**src/rtl/types_pkg.sv**
```systemverilog
// Shared types for the experiment front end.
// Channel map, conditioned input bundle, counter arrays.
package types_pkg;

  localparam int N_INPUT_CH   = 5;

  localparam int CH_START     = 0;
  localparam int CH_FG_OPTO   = 1;
  localparam int CH_FG_OPEN   = 2;
  localparam int CH_WIRE      = 3;
  localparam int CH_DET_READY = 4;

  localparam int CNT_W_DEF    = 16;

  localparam logic [N_INPUT_CH-1:0] RESET_LEVEL_DEF = 5'b10000;

  // First member is the MSB, so channel 0 lands in bit 0.
  typedef struct packed {
    logic detector_ready;
    logic wire_sensor;
    logic fg_open;
    logic fg_opto;
    logic start;
  } input_signals_t;

  typedef logic [N_INPUT_CH-1:0][CNT_W_DEF-1:0] glitch_cnt_t;

  function automatic input_signals_t pack_inputs(
    input logic [N_INPUT_CH-1:0] lv
  );
    input_signals_t p;
    p.start          = lv[CH_START];
    p.fg_opto        = lv[CH_FG_OPTO];
    p.fg_open        = lv[CH_FG_OPEN];
    p.wire_sensor    = lv[CH_WIRE];
    p.detector_ready = lv[CH_DET_READY];
    return p;
  endfunction

endpackage

```
**src/rtl/input_conditioner_debounce_channel.sv**
```systemverilog
// One conditioned input: synchroniser, persistence filter,
// edge strobes and a saturating rejected-glitch counter.
module debounce_channel
  import types_pkg::*;
#(
  parameter int   SYNC_STAGES = 2,
  parameter int   FILTER_LEN  = 20,
  parameter int   CNT_W       = 16,
  parameter logic RESET_BIT   = 1'b0
) (
  input  logic             clock,
  input  logic             reset_signal,
  input  logic             raw,
  input  logic             clear_cnt,
  output logic             level,
  output logic             rise,
  output logic             fall,
  output logic [CNT_W-1:0] glitch_cnt
);

  localparam bit BYPASS   = (FILTER_LEN <= 1);
  localparam int RUN_W    = BYPASS ? 1 : $clog2(FILTER_LEN);
  localparam int RUN_LAST = BYPASS ? 0 : FILTER_LEN - 1;

  localparam logic [RUN_W-1:0] RUN_MAX = RUN_W'(RUN_LAST);
  localparam logic [CNT_W-1:0] CNT_MAX = '1;

  logic [SYNC_STAGES-1:0] sync_q;
  logic                   s;

  logic [RUN_W-1:0] run_q;
  logic [RUN_W-1:0] run_d;
  logic             level_d;
  logic             rise_d;
  logic             fall_d;
  logic             glitch_hit;

  assign s = sync_q[SYNC_STAGES-1];

  // Plain shift chain; the reset value matches the idle level.
  always_ff @(posedge clock) begin
    if (reset_signal) begin
      sync_q <= {SYNC_STAGES{RESET_BIT}};
    end else begin
      sync_q <= {sync_q[SYNC_STAGES-2:0], raw};
    end
  end

  // Accept a new level only after it persists for the full run.
  always_comb begin
    run_d      = run_q;
    level_d    = level;
    rise_d     = 1'b0;
    fall_d     = 1'b0;
    glitch_hit = 1'b0;
    if (BYPASS) begin
      run_d   = '0;
      level_d = s;
      rise_d  = s & ~level;
      fall_d  = ~s & level;
    end else if (s == level) begin
      run_d      = '0;
      glitch_hit = (run_q != '0);
    end else if (run_q == RUN_MAX) begin
      run_d   = '0;
      level_d = s;
      rise_d  = s;
      fall_d  = ~s;
    end else begin
      run_d = run_q + RUN_W'(1);
    end
  end

  // Filter state and registered strobes; reset drops any partial run.
  always_ff @(posedge clock) begin
    if (reset_signal) begin
      run_q <= '0;
      level <= RESET_BIT;
      rise  <= 1'b0;
      fall  <= 1'b0;
    end else begin
      run_q <= run_d;
      level <= level_d;
      rise  <= rise_d;
      fall  <= fall_d;
    end
  end

  // Saturating count of rejected pulses; clear beats increment.
  always_ff @(posedge clock) begin
    if (reset_signal) begin
      glitch_cnt <= '0;
    end else if (clear_cnt) begin
      glitch_cnt <= '0;
    end else if (glitch_hit && glitch_cnt != CNT_MAX) begin
      glitch_cnt <= glitch_cnt + CNT_W'(1);
    end
  end

endmodule

```
**src/rtl/input_conditioner.sv**
```systemverilog
// Front end for fsm_experiment: conditions every raw field
// input and packs the clean levels into the input bundle.
module input_conditioner
  import types_pkg::*;
#(
  parameter int N_CH        = N_INPUT_CH,
  parameter int SYNC_STAGES = 2,
  parameter int FILTER_LEN  = 20,
  parameter int CNT_W       = CNT_W_DEF,
  parameter logic [N_CH-1:0] RESET_LEVEL = RESET_LEVEL_DEF
) (
  input  logic                       clock,
  input  logic                       reset_signal,
  input  logic [N_CH-1:0]            raw,
  input  logic                       clear_cnt,
  output logic [N_CH-1:0]            level,
  output logic [N_CH-1:0]            rise,
  output logic [N_CH-1:0]            fall,
  output logic [N_CH-1:0][CNT_W-1:0] glitch_cnt,
  output input_signals_t             in_cond
);

  for (genvar i = 0; i < N_CH; i++) begin : g_ch
    debounce_channel #(
      .SYNC_STAGES (SYNC_STAGES),
      .FILTER_LEN  (FILTER_LEN),
      .CNT_W       (CNT_W),
      .RESET_BIT   (RESET_LEVEL[i])
    ) u_ch (
      .clock        (clock),
      .reset_signal (reset_signal),
      .raw          (raw[i]),
      .clear_cnt    (clear_cnt),
      .level        (level[i]),
      .rise         (rise[i]),
      .fall         (fall[i]),
      .glitch_cnt   (glitch_cnt[i])
    );
  end

  assign in_cond = pack_inputs(level);

endmodule

```
**config.mk**
```make
export PLATFORM = sky130hd
export DESIGN_NAME = input_conditioner
export DESIGN_NICKNAME = d
export VERILOG_FILES = /design/src/rtl/types_pkg.sv /design/src/rtl/input_conditioner_debounce_channel.sv /design/src/rtl/input_conditioner.sv
export SDC_FILE = /design/constraint.sdc
export NUM_CORES = 1
export LEC_CHECK = 0
export ABC_AREA = 1
export CORE_MARGIN = 3
export CORE_UTILIZATION = 38
export DETAILED_ROUTE_END_ITERATION = 8
export GPL_TIMING_DRIVEN = 0
export PLACE_DENSITY_LB_ADDON = 0.1
export SETUP_SLACK_MARGIN = 0.2
export SLEW_MARGIN = 40
export SYNTH_ARGS = -nofsm -noshare
export SYNTH_HDL_FRONTEND = slang
export SYNTH_HIERARCHICAL = 1
export SYNTH_SLANG_ARGS = --single-unit
```
**constraint.sdc**
```tcl
create_clock -name clock -period 3.7 [get_ports clock]
set_input_delay 0.74 -clock clock [delete_from_list [all_inputs] [get_ports clock]]
set_output_delay 0.74 -clock clock [all_outputs]
set_load 0.02 [all_outputs]
```
* Word-level counts from Yosys, hierarchy flattened
Cells that the tools add are included.
** Operators by class
- Add/subtract/negate cells :: 10
- Equality and inequality tests :: 15
- Multiplexer cells :: 5
- Bitwise operators :: 15
- Reductions and logical operators :: 26
** Operators with widths (number)
- adder 16 x 1 -> 16 bit, second input constant :: 5
- inequality test 16 bit, second input constant :: 5
- OR reduction 3 bit :: 10
- adder 5 x 1 -> 5 bit, second input constant :: 5
- equality test 5 bit, second input constant :: 5
- nonzero test 5 bit :: 5
- NOT 1 bit :: 15
- AND reduction 2 bit :: 5
- equality test 1 bit :: 5
- logical AND 1 bit :: 5
- 2-to-1 mux 1 bit :: 5
- OR reduction 2 bit :: 1
** Storage, ports and cells
- Register bits after elaboration :: 130
- Bits of input ports :: 8
- Word-level logic and storage cells :: 101

* Longest topological paths before layout
- Depth after elaboration :: 3
- Gate-level depth with buffers :: 10

* Modules after synthesis
Netlist, hierarchy kept.
** Modules (own cells, without submodules)
- debounce_channel at g_ch[0].u_ch ... :: times used 4, cells an instance 204, area an instance 1345.0 um^2
- debounce_channel at g_ch[4].u_ch :: times used 1, cells an instance 202, area an instance 1341.3 um^2
- input_conditioner :: times used 1, cells an instance 5, area an instance 37.5 um^2

* Least setup slack after synthesis
OpenSTA, ideal clock, no wires.
- Path kind :: register to register
- From :: reg g_ch[0].u_ch.glitch_cnt[0]
- To :: reg g_ch[0].u_ch.glitch_cnt[13]
- Library setup time :: 115 ps
- Arrival :: 1522 ps
- Required time :: 3585 ps
- Setup slack :: 2063 ps
- Cell stages (with the launch flop) :: 10
- Buffers on the path :: 1
- Period minus slack after synthesis :: 1637 ps
- Cells stage by stage :: dfxtp_1 -> ha_1 -> inv_1 -> nor2_1 -> nand2_2 -> nor2_4 -> nand2_4 -> buf_6 -> a21oi_1 -> nor2_1
** On the way
- Word-level cells in the longest chain between the ends :: 2
- Elaborated cells between the ends (all ways) :: 3
- Classes of those cells :: add/sub: 1; eq/ne: 1; reduce/logical: 1
** Ends and longest elaborated chain
- from (decl) :: RTL line input_conditioner_debounce_channel.sv:18 : output logic [CNT_W-1:0] glitch_cnt
- from (signal assigned) :: RTL line input_conditioner_debounce_channel.sv:96 : glitch_cnt <= glitch_cnt + CNT_W'(1);
- branches (longest 2 deep; another with adder 16 x 1 -> 16 bit)
Several ways; the timed one is not identified.
A chain may end at the register's enable or synchronous reset.

* Final worst setup path
- From :: reg g_ch[1].u_ch.level
- To :: out level[1]
** RTL lines
- from (decl) :: RTL line input_conditioner_debounce_channel.sv:15 : output logic level,
- from (signal assigned) :: RTL line input_conditioner_debounce_channel.sv:83 : level <= level_d;
- to (decl) :: RTL line input_conditioner.sv:16 : output logic [N_CH-1:0] level,
No word-level cell between the ends.

==> summary.txt <==
STA
  – Fin worst setup slack: 1.39 ns
  – Slew HR: 55.6%
  – Fmax: 432 MHz
  – Fin Hold WS: 0.404 ns
  – Worst slew pin tran: 0.666 ns
  – Final hold violation count: 0
  – Max-slew violation count: 0
  – Setup tns final: 0 ns
  – Fin crit share: 62.6%
  – Number of setup violations in the final report: 0
  – RSZ-0062 raised after global routing: no
  – Max Clock Skew: 0.0110 ns
  – Period minus WS final: 2.31 ns

Clock network
  – Post-cts sizing count: 0
  – Hold buffers post-CTS: 0
  – CTS tree: done
  – Cts bufs inserted: 17
  – Root buffer cell: clkbuf_16
  – Setup Buffers After CTS: 0
  – Reg clk slew, reported paths: 0.06 ns
  – Clock buffer depth: 2
  – Number of H-tree levels: 4
  – Clk Latency, worst-skew pair: 0.41 ns
  – Clk sinks: 130

Worst hold path
  – Worst hold path type: register to register

Placement
  – Post-DP Area: 8110 sq um
  – DP HPWL: 12,300 microns
  – Placer Congestion: 0.879
  – Pre-CTS WS: 1.49 ns
  – IO Port Bufs: 107

Layout
  – Final Cell Area: 8750 sq um
  – Share of cells above drive strength 1: 9.04%
  – Nets: 1,172
  – N_diodes: 0
  – Most common cell after layout, fill and taps aside: nand2_1
  – Most frequent cells in the layout: nand2_1 (250), nor2_1 (247), dfxtp_1 (130)
  – Area grow syn2layout: 29.4%

Detailed routing
  – DRC errors left: 0
  – DR pass1 iterations: 5
  – Routed vias: 6,614
  – Routed wire length: 16,700 microns
  – DRT iter0 DRCs: 345
  – Routed Antenna Nets: 0
  – Via/cell ratio: 4.77
  – WL/cell: 12.0 microns

GRT
  – Pin count of the biggest net entering global routing: 36
  – Grt ovf: 0
  – Initial antenna violation count: 0
  – Vias in the first global route: 6,051
  – GRT Util Overall: 17.2%
  – First-pass GRT wire length: 28,300 microns

Critical path
  – Crit path to: level[1]
  – Worst setup path class: register to output port
  – Startpoint types: register
  – Reg2reg setup slack: 1.91 ns
  – Critical path required time: 2.96 ns
  – Critical R2R Launch: g_ch[3].u_ch/glitch_cnt[0]
  – Worst-path fanout max: 5
  – Reg2Reg Depth: 9
  – CP arrival: 1.57 ns
  – Worst setup path startpoint: g_ch[1].u_ch/level
  – FF-to-FF End: g_ch[3].u_ch/glitch_cnt[13]
  – Setup crit end kind: output port

Pwr
  – VDD IR max: 0.316 mV
  – Pwr Density: 380 nW/um^2
  – Final Power: 3.33 mW
  – Leakage: 3.09 nW

Logic synthesis
  – Cells after Synth: 1,023
  – YS warnings: 6
  – Syn_nets: 1,046
  – Leading area contributor after synthesis: dfxtp_1
  – Sequential element share of the synthesized area: 38.5%
  – #FFs+latches synth: 130
  – Avg Inst Size Synth: 6.61 sq um
  – Synth top area share: 38.5%
  – Mapped cell area: 6760 sq um
  – Synth area leaders: dfxtp_1 (39%), nand2_1 (14%), nor2_1 (14%)
  – Unique masters post-synth: 24

Outcome
  – Status: finished, final reports clean

Die
  – Initial core utilization: 38.9%
  – I/O Pins: 108
  – Die width: 139 microns
  – Core ar.: 17,400 sq um
  – Area of the die: 19,400 sq um
  – Cell row count: 48
  – Die Y: 139 microns

Flow run
  – MaxCap Viol Count: 0
-- state kept, by name, summed over array words and instances (netlist names) --
name                  count
g_ch.u_ch/fall            5
g_ch.u_ch/level           5
g_ch.u_ch/run_q          25
g_ch.u_ch/glitch_cnt     80
g_ch.u_ch/rise            5
g_ch.u_ch/sync_q         10
-- power breakdown --
part | switching (mW) | total (mW) | internal (mW)
Combinational | 0.0592 | 0.0881 | 0.0289
Clock | 0.622 | 1.82 | 1.20
Sequential | 0.00726 | 1.42 | 1.41
-- synthesized netlist by cell type, drive strengths merged --
cell type  count
a211oi         4
a21oi         71
buf           15
dfxtp        130
ha            15
inv           88
nand2        270
nand3         95
nand4         15
nor2         267
nor3           5
nor4          10
o21ai         16
or2            2
xor2          20
-- cell families (layout without fill, tap and decap cells) --
kind of cell             after synthesis  in the layout  synth area share [%]
AND/OR/NAND/NOR                      664            664                  42.3
flip-flops                           130            130                  38.5
buffers and inverters                103            242                  6.65
AO/OA/AOI/OAI                         91             91                  7.16
XOR/XNOR                              20             20                  2.59
adder cells (fa/ha/maj)               15             15                  2.78
-- worst min path at each step --
stage                                 startpoint                     end  slack, ns  depth (start not counted)
after floorplan           g_ch[0].u_ch/sync_q[0]  g_ch[0].u_ch/sync_q[1]       0.39                          2
after global placement    g_ch[2].u_ch/sync_q[0]  g_ch[2].u_ch/sync_q[1]       0.39                          2
after detailed placement  g_ch[2].u_ch/sync_q[0]  g_ch[2].u_ch/sync_q[1]       0.40                          2
after CTS                 g_ch[2].u_ch/sync_q[0]  g_ch[2].u_ch/sync_q[1]       0.41                          2
after global routing      g_ch[2].u_ch/sync_q[0]  g_ch[2].u_ch/sync_q[1]       0.43                          2
final                     g_ch[3].u_ch/sync_q[0]  g_ch[3].u_ch/sync_q[1]       0.40                          2
-- cell type report --
cell class / instances / area [sq um]
buffer: 15 / 119
clock buffer: 24 / 492
clock inverter: 8 / 149
fill: 1779 / 8610
inverter: 88 / 330
multi-input combinational: 790 / 3710
sequential: 130 / 2600
tap: 225 / 282
timing repair buffer: 107 / 1070
-- critical path, cell delays in order, from the launching register on --
cell and delay (ns):
dfxtp_1 0.43, buf_4 0.15, clkdlybuf4s50_1 0.58
-- through the flow --
stage	utilization, %	instances
detailed placement	46.7	1355
finish	50.4	1387
CTS	50.4	1387
global route	50.4	1387
floorplan	-	1023
global placement	46.7	1355
-- layer usage --
| layer | part of all wire [%] | global-route usage (%) |
|---|---|---|
| met5 | 0 | 0 |
| met4 | 1.0 | 4.63 |
| met3 | 4.8 | 4.30 |
| met2 | 45 | 28.1 |
| met1 | 49 | 22.9 |
No activity file was read; power rests on OpenSTA's default activity.
